[src/rtl/fp_operand_sequencer.sv]
// fp_operand_sequencer: handshaked FP operand-pair source (table/random; FP_SEQ_SPECIALS_EN adds specials mode)
module fp_operand_sequencer #(
  parameter int EXP_W = 8,
  parameter int MAN_W = 23,
  parameter int DEPTH = 8,
  parameter logic [31:0] SEED = 32'hACE1_2468
) (
  input  logic                     i_clk,
  input  logic                     i_rst,
  input  logic                     i_start,
  input  logic [1:0]               i_mode,
  input  logic [15:0]              i_count,
  input  logic                     i_ready,
  output logic                     o_valid,
  output logic [EXP_W+MAN_W:0]     o_a,
  output logic [EXP_W+MAN_W:0]     o_b,
  output logic [$clog2(DEPTH)-1:0] o_idx,
  output logic                     o_busy,
  output logic                     o_done
);
  localparam int W = 1 + EXP_W + MAN_W;
  localparam int IW = $clog2(DEPTH);
  localparam int IX = IW < 2 ? 2 : IW;
  localparam int BIAS = 2 ** (EXP_W - 1) - 1;
  localparam logic [31:0] SEED0 = SEED == 32'h0 ? 32'h1 : SEED;
  localparam logic [31:0] TAPS = 32'h8020_0003;
  typedef enum logic [1:0] {IDLE, RUN, DONE} state_t;
  state_t st;
  logic [1:0] md;
  logic [15:0] cnt, xfer;
  logic [IX-1:0] idx, idx_nx;
  logic [31:0] lfsr, lfsr_nx;
  logic xf, last, rnd, spc;
  function automatic logic [W-1:0] to_fp(input int n);
    int p;
    p = 0;
    for (int i = 0; i < 32; i++) if (n[i]) p = i;
    return {1'b0, EXP_W'(BIAS + p), MAN_W'(n << (MAN_W - p))};
  endfunction
  function automatic logic [W-1:0] fix(input logic [W-1:0] v);
    return (&v[W-2:MAN_W] || ~|v[W-2:MAN_W]) ? {v[W-1], EXP_W'(BIAS), v[MAN_W-1:0]} : v;
  endfunction
`ifdef FP_SEQ_SPECIALS_EN
  function automatic logic [2*W-1:0] spec(input logic [1:0] k);
    logic [W-1:0] pinf, qnan, sgn;
    pinf = {1'b0, {EXP_W{1'b1}}, {MAN_W{1'b0}}};
    qnan = pinf | (W'(1) << (MAN_W - 1));
    sgn = W'(1) << (W - 1);
    return k == 2'd0 ? {W'(0), sgn} :
           k == 2'd1 ? {pinf, pinf | sgn} :
           k == 2'd2 ? {qnan, qnan} :
                       {W'(1), 1'b0, EXP_W'(BIAS), {MAN_W{1'b0}}};
  endfunction
`endif
  function automatic logic [2*W-1:0] pair(input logic [1:0] m, input logic [IX-1:0] k, input logic [W-1:0] r);
    logic [W-1:0] rv;
    for (int i = 0; i < W; i++) rv[i] = r[W-1-i];
`ifdef FP_SEQ_SPECIALS_EN
    if (m == 2'd2) return spec(k[1:0]);
`endif
    return m == 2'd1 ? {fix(r), fix(rv)} : {to_fp(int'(k) + 1), to_fp(DEPTH - int'(k))};
  endfunction
  always_comb begin
    xf = o_valid & i_ready;
    last = xfer == cnt - 16'd1;
    rnd = md == 2'd1;
`ifdef FP_SEQ_SPECIALS_EN
    spc = md == 2'd2;
`else
    spc = 1'b0;
`endif
    idx_nx = rnd ? '0 : idx == (spc ? IX'(3) : IX'(DEPTH - 1)) ? '0 : idx + 1'b1;
    lfsr_nx = {1'b0, lfsr[31:1]} ^ (lfsr[0] ? TAPS : 32'h0);
  end
  assign o_idx = idx[IW-1:0];
  always_ff @(posedge i_clk) begin
    if (i_rst) begin
      st <= IDLE;
      md <= 2'd0;
      cnt <= 16'd0;
      xfer <= 16'd0;
      idx <= '0;
      lfsr <= SEED0;
      o_valid <= 1'b0;
      o_busy <= 1'b0;
      o_done <= 1'b0;
      o_a <= '0;
      o_b <= '0;
    end else begin
      o_done <= 1'b0;
      case (st)
        IDLE: if (i_start && i_count != 16'd0) begin
          st <= RUN;
          md <= i_mode;
          cnt <= i_count;
          xfer <= 16'd0;
          idx <= '0;
          {o_a, o_b} <= pair(i_mode, '0, lfsr[W-1:0]);
          o_valid <= 1'b1;
          o_busy <= 1'b1;
        end
        RUN: if (xf) begin
          if (rnd) lfsr <= lfsr_nx;
          if (last) begin
            st <= DONE;
            o_valid <= 1'b0;
            o_busy <= 1'b0;
            o_done <= 1'b1;
          end else begin
            xfer <= xfer + 16'd1;
            idx <= idx_nx;
            {o_a, o_b} <= pair(md, idx_nx, rnd ? lfsr_nx[W-1:0] : lfsr[W-1:0]);
          end
        end
        default: st <= IDLE;
      endcase
    end
  end
endmodule

[config.mk]
export PLATFORM = sky130hd
export DESIGN_NAME = fp_operand_sequencer
export DESIGN_NICKNAME = d
export VERILOG_FILES = /design/src/rtl/fp_operand_sequencer.sv
export SDC_FILE = /design/constraint.sdc
export NUM_CORES = 1
export LEC_CHECK = 0
export ABC_AREA = 1
export CAP_MARGIN = 20
export CORE_UTILIZATION = 40
export CTS_CLUSTER_DIAMETER = 150
export CTS_CLUSTER_SIZE = 10
export DETAILED_ROUTE_END_ITERATION = 10
export PLACE_DENSITY = 0.65
export SLEW_MARGIN = 10
export SYNTH_ARGS = -nofsm -noshare
export SYNTH_HDL_FRONTEND = slang
export SYNTH_SLANG_ARGS = --single-unit
export TNS_END_PERCENT = 30
[constraint.sdc]
create_clock -name i_clk -period 3 [get_ports i_clk]
set_input_delay 0.9 -clock i_clk [delete_from_list [all_inputs] [get_ports i_clk]]
set_output_delay 0.9 -clock i_clk [all_outputs]
set_load 0.1 [all_outputs]
==> run summary, run 1 <==
wire length of the first global-routing pass -> 34,000 um
relative max-transition margin -> 0.616
Internal Pwr Total -> 0.00353 W
highest cell delay on the worst timing path -> 320 ps
Starting DRT DRC Count -> 505
sequential cell fraction of total power -> 0.335
primary flip-flop cell chosen by synthesis mapping -> dfxtp_1
Clk pwr share -> 0.374
switching part of the total power -> 0.368
vertical extent of the die -> 136 um
number of register bits inferred by synthesis -> 127
Post-Route Setup TNS -> 0 ps
Fmax achieved -> 378 MHz
number of failing setup endpoints in the final timing report -> 0
cell area after synthesis -> 7210 um2
Worst Skew -> 8.53 ps
top cell type by total area after synthesis -> dfxtp_1
async set-or-reset flop fraction in the synthesized netlist -> 0
TritonCTS clock tree -> done
source-to-sink clock delay at the later pin of the worst-skew pair -> 420 ps
Antenna diodes -> 0
largest net degree at the start of global routing -> 58
most used cell, CP -> ha_1
Final Max Tran Viols -> 0
worst path cell trace -> ha_1 > ha_1 > inv_1 > nand3_1 > ha_1 > xor2_1 > o21ai_0 > inv_1 > ha_1 > o21ai_1 > inv_1 > a21oi_1 > nand3_2 > nand2_1 > nor2_1
wire length per cell after detailed routing -> 15.0 um
slowest cell on the critical path -> dfxtp_2
portion of total power attributed to combinational logic -> 0.291
number of nets with antenna violations after detailed routing -> 0
Tmin final -> 2640 ps
cell row count -> 48
arrival time of data at the critical path endpoint -> 2960 ps
count of warnings emitted by yosys -> 0
VDD IR max -> 377 uV
Mapped Cells -> 1,086
CTS Sinks -> 127
clock slew at the register clock pins of the worst setup and hold paths -> 60 ps
switching power -> 0.00206 W
die area -> 18,600 um2
via count of the first global-routing pass -> 6,841
library cell used as clock root buffer -> clkbuf_16
EDFF count, synth -> 0
Setup crit end kind -> flip-flop
register area share after synthesis -> 0.353
maximum root-to-sink buffer count -> 2
IO Pins -> 92
cell family with most CP delay -> adder cells
core area -> 17,500 um2
number of distinct standard cells referenced by the synthesized netlist -> 42
Post-Syn Nets -> 1,116
post-detailed-placement half-perimeter wirelength -> 15,100 um
GRT Total Usage -> 0.235
Crit Reg-Reg Startpoint -> o_idx[0]
reg2reg end -> o_b[27]
power density over the cells -> 638 nW/um2
share of final-layout standard cells stronger than drive strength 1 -> 0.142
number of antenna violations at the first check in global routing -> 0
via-per-instance ratio -> 5.23
most frequent cell after synthesis -> nand2_1
hold-critical path depth -> 2
leakage component of the power -> 3.87 nW
cell area after placement -> 8170 um2
final clock period utilization by the worst path -> 0.881
Critical Setup Path Class -> flip-flop to flip-flop
Slew @ Worst Pin -> 575 ps
GPL Wtd Cong -> 0.907
Critical path buffers and inverters -> 3
Port-buffer cells -> 91
share of Yosys cell area claimed by the top area cell type -> 0.353
outcome -> finished, final reports clean
final std cells w/o fill -> 1,397
vias after detailed routing -> 7,310
fin area -> 8760 um2
starting density of the core -> 0.413
width of the die -> 136 um
drt drc -> 0
worst hold path startpoint -> lfsr[20]
kind of path behind the tightest hold check -> flip-flop to flip-flop
post-synthesis average cell area -> 6.64 um2
DRT Wirelength -> 21,000 um
area added between synthesis and finish -> 21.5%
reported max-cap violation count -> 0
required time of the worst setup path -> 3320 ps
Placed Instances -> 1,366
setup slack of the most critical reg-to-reg path -> 360 ps
crit path launch type -> flip-flop
Worst Hold End -> lfsr[20]
number of post-CTS setup repair buffers -> 0
top area cells in the synthesized netlist -> dfxtp_1 (35%), nand2_1 (12%), nor2_1 (8.7%), nand3_1 (6.7%), inv_1 (4.8%)
cells on worst reg2reg path -> 15
final-stage net count -> 1,190
Commonest cells post-synth -> nand2_1 (233), nor2_1 (167), dfxtp_1 (127)
iteration count of the initial detailed-routing pass -> 7
unrepaired setup endpoints after global routing -> false
Num CTS Buffers -> 17
H-Tree Depth -> 4
grt total ovfl -> 0
number of failing hold endpoints at the final stage -> 0
worst-path maximum fanout -> 5
## metrics by stage
stage | hold WS [ps] | util | total power, W | worst slack, ps
final | 461 | 0.501 | 0.00559 | 356
after global routing | 484 | 0.501 | 0.00584 | 13.4
after CTS | 463 | 0.501 | 0.00563 | 249
after detailed placement | 454 | 0.468 | 0.00354 | 55.8
after global placement | 453 | 0.468 | 0.00353 | 207
after floorplan | 441 | - | 0.00316 | 13.6
## flip-flops by register name, indices dropped and copies added (netlist names)
name	count
lfsr	32
xfer	16
st	2
md	2
cnt	16
o_busy	1
o_idx	3
o_a	31
o_done	1
o_b	23
## worst reg2reg max path, delay by kind of cell (launching register included)
kind / cells / cell delay [ps]
adders and majority gates: 4 / 790
xor gates and xnor gates: 1 / 180
DFF: 1 / 320
and+or+nand+nor: 4 / 330
buffers and inverters: 3 / 270
AOI/OAI and AO/OA: 3 / 660
## layout make-up
cell class | instances | area, um2
Fill cell | 1787 | 8720
Tap cell | 225 | 282
Sequential cell | 127 | 2540
Inverter | 100 | 375
Multi-Input combinational cell | 790 | 3930
Clock inverter | 11 | 141
Timing Repair Buffer | 124 | 1050
Clock buffer | 20 | 447
## power groups by stage
| stage | sequential (W) | combinational (W) | clock [W] |
|---|---|---|---|
| 6_report | 0.00187 | 0.00163 | 0.00209 |
| 5_1_grt | 0.00189 | 0.00176 | 0.00220 |
| 4_1_cts | 0.00188 | 0.00163 | 0.00212 |
| 3_5_place_dp | 0.00191 | 0.00162 | 0 |
| 3_3_place_gp | 0.00191 | 0.00162 | 0 |
| 2_1_floorplan | 0.00241 | 0.000751 | 0 |
## cell usage in the layout (no fill, tap or decap), drive strengths merged, types with 5 or more instances in the layout
master / instances
nand3b: 24
o211ai: 10
dfxtp: 127
nand3: 109
nor2: 176
clkinv: 7
ha: 8
nand2: 236
nand4: 12
o22ai: 19
xor2: 24
clkbuf: 20
clkdlybuf4s50: 21
o21ai: 65
xnor2: 7
a21oi: 59
inv: 98
nor3: 5
buf: 103
a211oi: 5
nor4: 11
## worst max-delay path by stage
stage | slack [ps] | startpoint | end | cells past startpoint
6_report | 360 | o_idx[0] | o_b[27] | 15
2_1_floorplan | 10 | o_idx[2] | o_b[27] | 15
3_5_place_dp | 60 | i_count[4] | cnt[5] | 7
3_3_place_gp | 210 | i_count[4] | md[0] | 7
4_1_cts | 250 | o_idx[0] | o_b[27] | 15
5_1_grt | 10 | o_idx[0] | o_b[26] | 15
## layer usage
metal  global-route usage  vias up  part of all wire
met1                0.296     3389              0.45
met2                0.398      182              0.48
met3               0.0384       38             0.046
li1                     -     3701                 -
met4               0.0920        0             0.026
met5                    0        -                 0
## timing repair
item,in CTS,in global routing
hold buffers,0,0
setup endpoints to repair,0,5
resized for setup,0,1
## cells by family after synthesis
group | count (synthesis) | share of synthesized area
AO/OA/AOI/OAI | 172 | 0.133
XOR/XNOR | 31 | 0.0377
adder cells (fa/ha/maj) | 8 | 0.0139
buffers and inverters | 169 | 0.103
flip-flops | 127 | 0.353
AND/OR/NAND/NOR | 579 | 0.359
Power figures use the tool's default switching activity.
==> run 2, diff against run 1 <==
--- a/config.mk
+++ b/config.mk
@@ -14,2 +14,3 @@
 export PLACE_DENSITY = 0.65
+export SKIP_LAST_GASP = 1
 export SLEW_MARGIN = 10
--- a/constraint.sdc
+++ b/constraint.sdc
@@ -3,2 +3,2 @@
 set_output_delay 0.9 -clock i_clk [all_outputs]
-set_load 0.1 [all_outputs]
+set_load 0.02 [all_outputs]
==> run summary, run 2 (same netlist as run 1, synthesis figures left out) <==
VDD IR max -> 459 uV (was 377 uV)
wire length of the first global-routing pass -> 33,800 um (was 34,000 um)
Worst Hold End -> o_b[20] (was lfsr[20])
largest net degree at the start of global routing -> 58 (unchanged)
source-to-sink clock delay at the later pin of the worst-skew pair -> 420 ps (about the same)
fin area -> 8950 um2 (was 8760 um2)
cell row count -> 48 (unchanged)
arrival time of data at the critical path endpoint -> 3010 ps (was 2960 ps)
Final Max Tran Viols -> 0 (unchanged)
Slew @ Worst Pin -> 510 ps (was 575 ps)
Antenna diodes -> 0 (unchanged)
area added between synthesis and finish -> 24.2% (was 21.5%)
post-detailed-placement half-perimeter wirelength -> 15,000 um (was 15,100 um)
reported max-cap violation count -> 0 (unchanged)
number of failing setup endpoints in the final timing report -> 0 (unchanged)
leakage component of the power -> 3.77 nW (was 3.87 nW)
outcome -> finished, final reports clean (unchanged)
GPL Wtd Cong -> 0.953 (was 0.907)
Port-buffer cells -> 91 (unchanged)
crit path launch type -> flip-flop (unchanged)
CTS Sinks -> 127 (unchanged)
number of nets with antenna violations after detailed routing -> 0 (unchanged)
wire length per cell after detailed routing -> 14.9 um (was 15.0 um)
die area -> 18,600 um2 (unchanged)
hold buffer count at cts -> 0 (unchanged)
Starting DRT DRC Count -> 533 (was 505)
clock slew at the register clock pins of the worst setup and hold paths -> 60 ps (about the same)
reg2reg end -> o_b[26] (was o_b[27])
width of the die -> 136 um (unchanged)
starting density of the core -> 0.413 (unchanged)
largest registers -> lfsr (32), o_a (31), o_b (23) (unchanged)
final-stage net count -> 1,196 (was 1,190)
setup slack of the most critical reg-to-reg path -> 310 ps (was 360 ps)
cells on worst reg2reg path -> 16 (was 15)
H-Tree Depth -> 4 (unchanged)
via count of the first global-routing pass -> 6,935 (was 6,841)
relative max-transition margin -> 0.658 (was 0.616)
post-place setup slack -> 108 ps (was 55.8 ps)
Crit Reg-Reg Startpoint -> o_idx[0] (unchanged)
switching part of the total power -> 0.308 (was 0.368)
iteration count of the initial detailed-routing pass -> 5 (was 7)
worst hold path startpoint -> o_b[20] (was lfsr[20])
core area -> 17,500 um2 (unchanged)
Clk pwr share -> 0.397 (was 0.374)
worst-path maximum fanout -> 5 (unchanged)
vias after detailed routing -> 7,395 (was 7,310)
hold-critical path depth -> 2 (unchanged)
Internal Pwr Total -> 0.00347 W (was 0.00353 W)
TritonCTS clock tree -> done (unchanged)
register ranked first by flip-flop count -> lfsr (unchanged)
Largest register FFs -> 32 (unchanged)
unrepaired setup endpoints after global routing -> false (unchanged)
share of final-layout standard cells stronger than drive strength 1 -> 0.0874 (was 0.142)
DRT Wirelength -> 20,800 um (was 21,000 um)
Setup crit end kind -> flip-flop (unchanged)
final clock period utilization by the worst path -> 0.897 (was 0.881)
portion of total power attributed to combinational logic -> 0.230 (was 0.291)
Tmin final -> 2690 ps (was 2640 ps)
maximum root-to-sink buffer count -> 2 (unchanged)
Fmax achieved -> 371 MHz (was 378 MHz)
vertical extent of the die -> 136 um (unchanged)
smallest setup slack after layout -> 308 ps (was 356 ps)
most frequent standard cell in the layout excluding fill and tap cells -> nand2_1 (unchanged)
Placed Instances -> 1,372 (was 1,366)
kind of path behind the tightest hold check -> flip-flop to flip-flop (unchanged)
number of failing hold endpoints at the final stage -> 0 (unchanged)
Post-Route Setup TNS -> 0 ps (unchanged)
GRT Total Usage -> 0.232 (was 0.235)
sequential cell fraction of total power -> 0.373 (was 0.335)
via-per-instance ratio -> 5.27 (was 5.23)
power density over the cells -> 561 nW/um2 (was 638 nW/um2)
Critical Setup Path Class -> flip-flop to flip-flop (unchanged)
drt drc -> 0 (unchanged)
most used cells in the layout excluding fill and tap cells -> nand2_1 (232), nor2_1 (167), dfxtp_1 (127), nand3_1 (96) (was nand2_1 (232), nor2_1 (167), dfxtp_1 (125), buf_4 (98), nand3_1 (97))
grt total ovfl -> 0 (unchanged)
library cell used as clock root buffer -> clkbuf_16 (unchanged)
cell area after placement -> 8380 um2 (was 8170 um2)
required time of the worst setup path -> 3320 ps (about the same)
Worst Skew -> 10.1 ps (was 8.53 ps)
# fillers -> 1,736 (was 1,787)
Num CTS Buffers -> 17 (unchanged)
IO Pins -> 92 (unchanged)
number of antenna violations at the first check in global routing -> 0 (unchanged)
final std cells w/o fill -> 1,403 (was 1,397)
switching power -> 0.00155 W (was 0.00206 W)
## run 2: critical path, stage by stage (launching register included)
cell	delay, ps
dfxtp_1	310
ha_1	190
ha_1	170
inv_1	80
nand3_1	160
ha_1	250
xor2_1	190
o21ai_1	190
inv_1	60
ha_1	180
o21ai_1	140
buf_4	140
inv_1	90
a21boi_0	220
nand3_1	100
nand2_1	70
nor2_1	30
## run 2: per-stage QoR
step	util	hold slack (ps)	total power, W
finish	0.512	462	0.00502
global route	0.512	489	0.00528
CTS	0.512	465	0.00504
detailed placement	0.479	455	0.00305
global placement	0.479	449	0.00305
floorplan	-	441	0.00265
## run 2: cell type report
type | count | area, um2 | area share
inverters | 100 | 375 | 0.0419
multi-input cells | 790 | 3930 | 0.439
flip-flops and latches | 127 | 2540 | 0.284
clock inverters | 9 | 85.1 | 0.00950
repair buffers | 130 | 1250 | 0.140
well taps | 225 | 282 | 0.0314
clock buffers | 22 | 484 | 0.0541
## run 2: worst max-delay path by stage
stage	from	to	slack, ps	cells past startpoint
floorplan	o_idx[0]	o_b[27]	450	16
global placement	i_count[15]	o_b[11]	180	10
detailed placement	i_count[15]	o_b[25]	110	10
CTS	o_idx[0]	o_b[26]	230	16
global route	o_idx[0]	o_b[26]	60	16
finish	o_idx[0]	o_b[26]	310	16
## run 2: per-layer routing
layer,routed length (um),track usage
met1,9120,0.280
met2,10300,0.404
met3,903,0.0470
met4,476,0.0827
met5,0,0
## run 2: power by group through the flow
stage | clock network, W | logic, W | registers [W]
2_1_floorplan | 0 | 0.000667 | 0.00198
3_3_place_gp | 0 | 0.00114 | 0.00191
3_5_place_dp | 0 | 0.00115 | 0.00191
4_1_cts | 0.00202 | 0.00115 | 0.00187
5_1_grt | 0.00211 | 0.00128 | 0.00188
6_report | 0.00199 | 0.00115 | 0.00187
## run 2: timing repair
item	4_1_cts	5_1_grt
resized for setup	0	3
setup buffers	0	0
hold endpoints to repair	0	0
setup endpoints to repair	0	5
==> run 3, diff against run 2 <==
ABC_AREA = not set   (was 1)
CAP_MARGIN = not set   (was 20)
GPL_ROUTABILITY_DRIVEN = 0   (was not set)
==> run summary, run 3 <==
outcome -> finished, final reports clean (unchanged)
drt drc -> 0 (unchanged)
Worst Hold Slack -> 469 ps (was 462 ps)
most frequent standard cell in the layout excluding fill and tap cells -> dfxtp_1 (was nand2_1)
most used cells in the layout excluding fill and tap cells -> dfxtp_1 (124), nor2_1 (98), nand2_1 (97), clkdlybuf4s50_1 (90), buf_4 (56) (was nand2_1 (232), nor2_1 (167), dfxtp_1 (127), nand3_1 (96))
largest net degree at the start of global routing -> 48 (was 58)
arrival time of data at the critical path endpoint -> 3280 ps (was 3010 ps)
IO Pins -> 92 (unchanged)
Setup crit end kind -> flip-flop (unchanged)
via-per-instance ratio -> 5.54 (was 5.27)
wire length per cell after detailed routing -> 16.4 um (was 14.9 um)
final-stage net count -> 927 (was 1,196)
count of warnings emitted by yosys -> 0 (unchanged)
top cell type by total area after synthesis -> dfxtp_1 (unchanged)
Mapped Cells -> 800 (was 1,086)
number of register bits inferred by synthesis -> 127 (unchanged)
kind of path behind the tightest hold check -> flip-flop to flip-flop (unchanged)
via count of the first global-routing pass -> 5,539 (was 6,935)
Tmin final -> 2920 ps (was 2690 ps)
worst path cell trace -> or4_4 > or2_1 > o31a_1 > o211ai_2 > nor4b_4 > buf_4 > nor2_4 > clkbuf_16 > buf_4 > nor2_2 > a211oi_2 (was ha_1 > ha_1 > inv_1 > nand3_1 > ha_1 > xor2_1 > o21ai_1 > inv_1 > ha_1 > o21ai_1 > buf_4 > inv_1 > a21boi_0 > nand3_1 > nand2_1 > nor2_1)
Fmax achieved -> 342 MHz (was 371 MHz)
crit path launch type -> flip-flop (unchanged)
reported max-cap violation count -> 0 (unchanged)
Worst Skew -> 8.64 ps (was 10.1 ps)
die area -> 17,100 um2 (was 18,600 um2)
unrepaired setup endpoints after global routing -> true (was false)
cell area after synthesis -> 6630 um2 (was 7210 um2)
starting density of the core -> 0.413 (about the same)
grt total ovfl -> 0 (unchanged)
TritonCTS clock tree -> done (unchanged)
share of final-layout standard cells stronger than drive strength 1 -> 0.193 (was 0.0874)
width of the die -> 131 um (was 136 um)
clock slew at the register clock pins of the worst setup and hold paths -> 60 ps (about the same)
final clock period utilization by the worst path -> 0.973 (was 0.897)
Critical Setup Path Class -> flip-flop to flip-flop (unchanged)
async set-or-reset flop fraction in the synthesized netlist -> 0 (unchanged)
total power of the final layout -> 0.00486 W (was 0.00502 W)
GRT Total Usage -> 0.208 (was 0.232)
H-Tree Depth -> 4 (unchanged)
vertical extent of the die -> 131 um (was 136 um)
Slew @ Worst Pin -> 785 ps (was 510 ps)
DRT Wirelength -> 18,500 um (was 20,800 um)
largest registers -> lfsr (32), o_a (31), o_b (23) (unchanged)
post-detailed-placement half-perimeter wirelength -> 11,800 um (was 15,000 um)
number of distinct standard cells referenced by the synthesized netlist -> 68 (was 42)
Final Max Tran Viols -> 0 (unchanged)
Largest register FFs -> 32 (unchanged)
Antenna diodes -> 0 (unchanged)
number of nets with antenna violations after detailed routing -> 0 (unchanged)
cell row count -> 46 (was 48)
worst-path maximum fanout -> 9 (was 5)
Placed Instances -> 1,077 (was 1,372)
required time of the worst setup path -> 3360 ps (was 3320 ps)
post-synthesis average cell area -> 8.29 um2 (was 6.64 um2)
hold buffer count at cts -> 0 (unchanged)
leakage component of the power -> 3.40 nW (was 3.77 nW)
number of failing setup endpoints in the final timing report -> 0 (unchanged)
Num CTS Buffers -> 17 (unchanged)
share of Yosys cell area claimed by the top area cell type -> 0.383 (was 0.353)
source-to-sink clock delay at the later pin of the worst-skew pair -> 430 ps (was 420 ps)
most frequent cell after synthesis -> dfxtp_1 (was nand2_1)
final std cells w/o fill -> 1,126 (was 1,403)
CTS Sinks -> 127 (unchanged)
Port-buffer cells -> 91 (unchanged)
core area -> 16,100 um2 (was 17,500 um2)
register ranked first by flip-flop count -> lfsr (unchanged)
number of antenna violations at the first check in global routing -> 0 (unchanged)
wire length of the first global-routing pass -> 27,700 um (was 33,800 um)
maximum root-to-sink buffer count -> 2 (unchanged)
slowest cell on the critical path -> or4_4 (was dfxtp_1)
most used cell, CP -> buf_4 (was ha_1)
vias after detailed routing -> 6,236 (was 7,395)
iteration count of the initial detailed-routing pass -> 5 (unchanged)
VDD IR max -> 441 uV (was 459 uV)
relative max-transition margin -> 0.472 (was 0.658)
power density over the cells -> 546 nW/um2 (was 561 nW/um2)
number of failing hold endpoints at the final stage -> 0 (unchanged)
area added between synthesis and finish -> 34.4% (was 24.2%)
highest cell delay on the worst timing path -> 550 ps (was 310 ps)
EDFF count, synth -> 0 (unchanged)
Starting DRT DRC Count -> 485 (was 533)
library cell used as clock root buffer -> clkbuf_16 (unchanged)
Post-Syn Nets -> 830 (was 1,116)
top area cells in the synthesized netlist -> dfxtp_1 (38%), nor2_1 (5.8%), nand2_1 (5.5%), a211oi_2 (4.5%), mux2i_1 (3.6%) (was dfxtp_1 (35%), nand2_1 (12%), nor2_1 (8.7%), nand3_1 (6.7%), inv_1 (4.8%))
register area share after synthesis -> 0.383 (was 0.353)
Commonest cells post-synth -> dfxtp_1 (127), nor2_1 (103), nand2_1 (97) (was nand2_1 (233), nor2_1 (167), dfxtp_1 (127))
primary flip-flop cell chosen by synthesis mapping -> dfxtp_1 (unchanged)
-- run 3: timing repair --
action                     CTS  global route
resized for setup            0            42
buffers inserted             0            11
setup endpoints to repair    0            68
-- run 3: power by group --
group	leakage (nW)	switching [W]	internal (W)	total [W]
logic	2.07	0.000514	0.000473	0.000988
registers	1.04	0.0000616	0.00177	0.00183
clock network	0.284	0.000807	0.00124	0.00204
total	3.40	0.00138	0.00348	0.00486
-- run 3: final cells by class --
cell class	count	area, um2
fill	1455	7140
multi-input combinational	582	3860
sequential	127	2550
timing repair buffer	162	1630
clock buffer	22	484
tap	216	270
clock inverter	10	103
inverter	7	26.3
-- run 3: per-stage QoR --
step	setup TNS (ps)	utilization	setup WS, ps	cell area [um2]
2_1_floorplan	0	-	3.84	6630
3_3_place_gp	-358	0.492	-44.0	7900
3_5_place_dp	-203	0.492	-42.8	7900
4_1_cts	0	0.528	0.870	8480
5_1_grt	-1250	0.555	-58.9	8910
6_report	0	0.555	79.6	8910
-- run 3: worst paths after layout --
check	start	end	slack (ps)	cells after the start
hold reg to reg	o_b[11]	o_b[11]	470	1
hold / removal	o_b[11]	o_b[11]	470	1
setup reg to reg	cnt[9]	o_b[6]	80	11
setup / recovery	cnt[9]	o_b[6]	80	11
-- run 3: worst max-delay path: cells and delay by family, from the launching register on --
kind            cells  cell delay [ps]
flops               1              370
compound gates      3              650
simple gates        5             1250
buf+inv             3              570
-- run 3: logic make-up (layout without fill, tap and decap cells) --
logic type	Yosys count	after routing	share of synthesized area
flops	127	127	0.383
simple gates	307	307	0.219
buf+inv	91	201	0.0660
fa+ha+maj	8	8	0.0151
xor+xnor	25	25	0.0351
compound gates	216	216	0.241
mux	26	26	0.0396
-- run 3: per-layer routing --
layer,part of all wire,up-vias,GRT usage
met5,0,-,0
met4,0.015,0,0.0703
met3,0.046,22,0.0436
met2,0.49,161,0.348
met1,0.45,2993,0.266
li1,-,3060,-
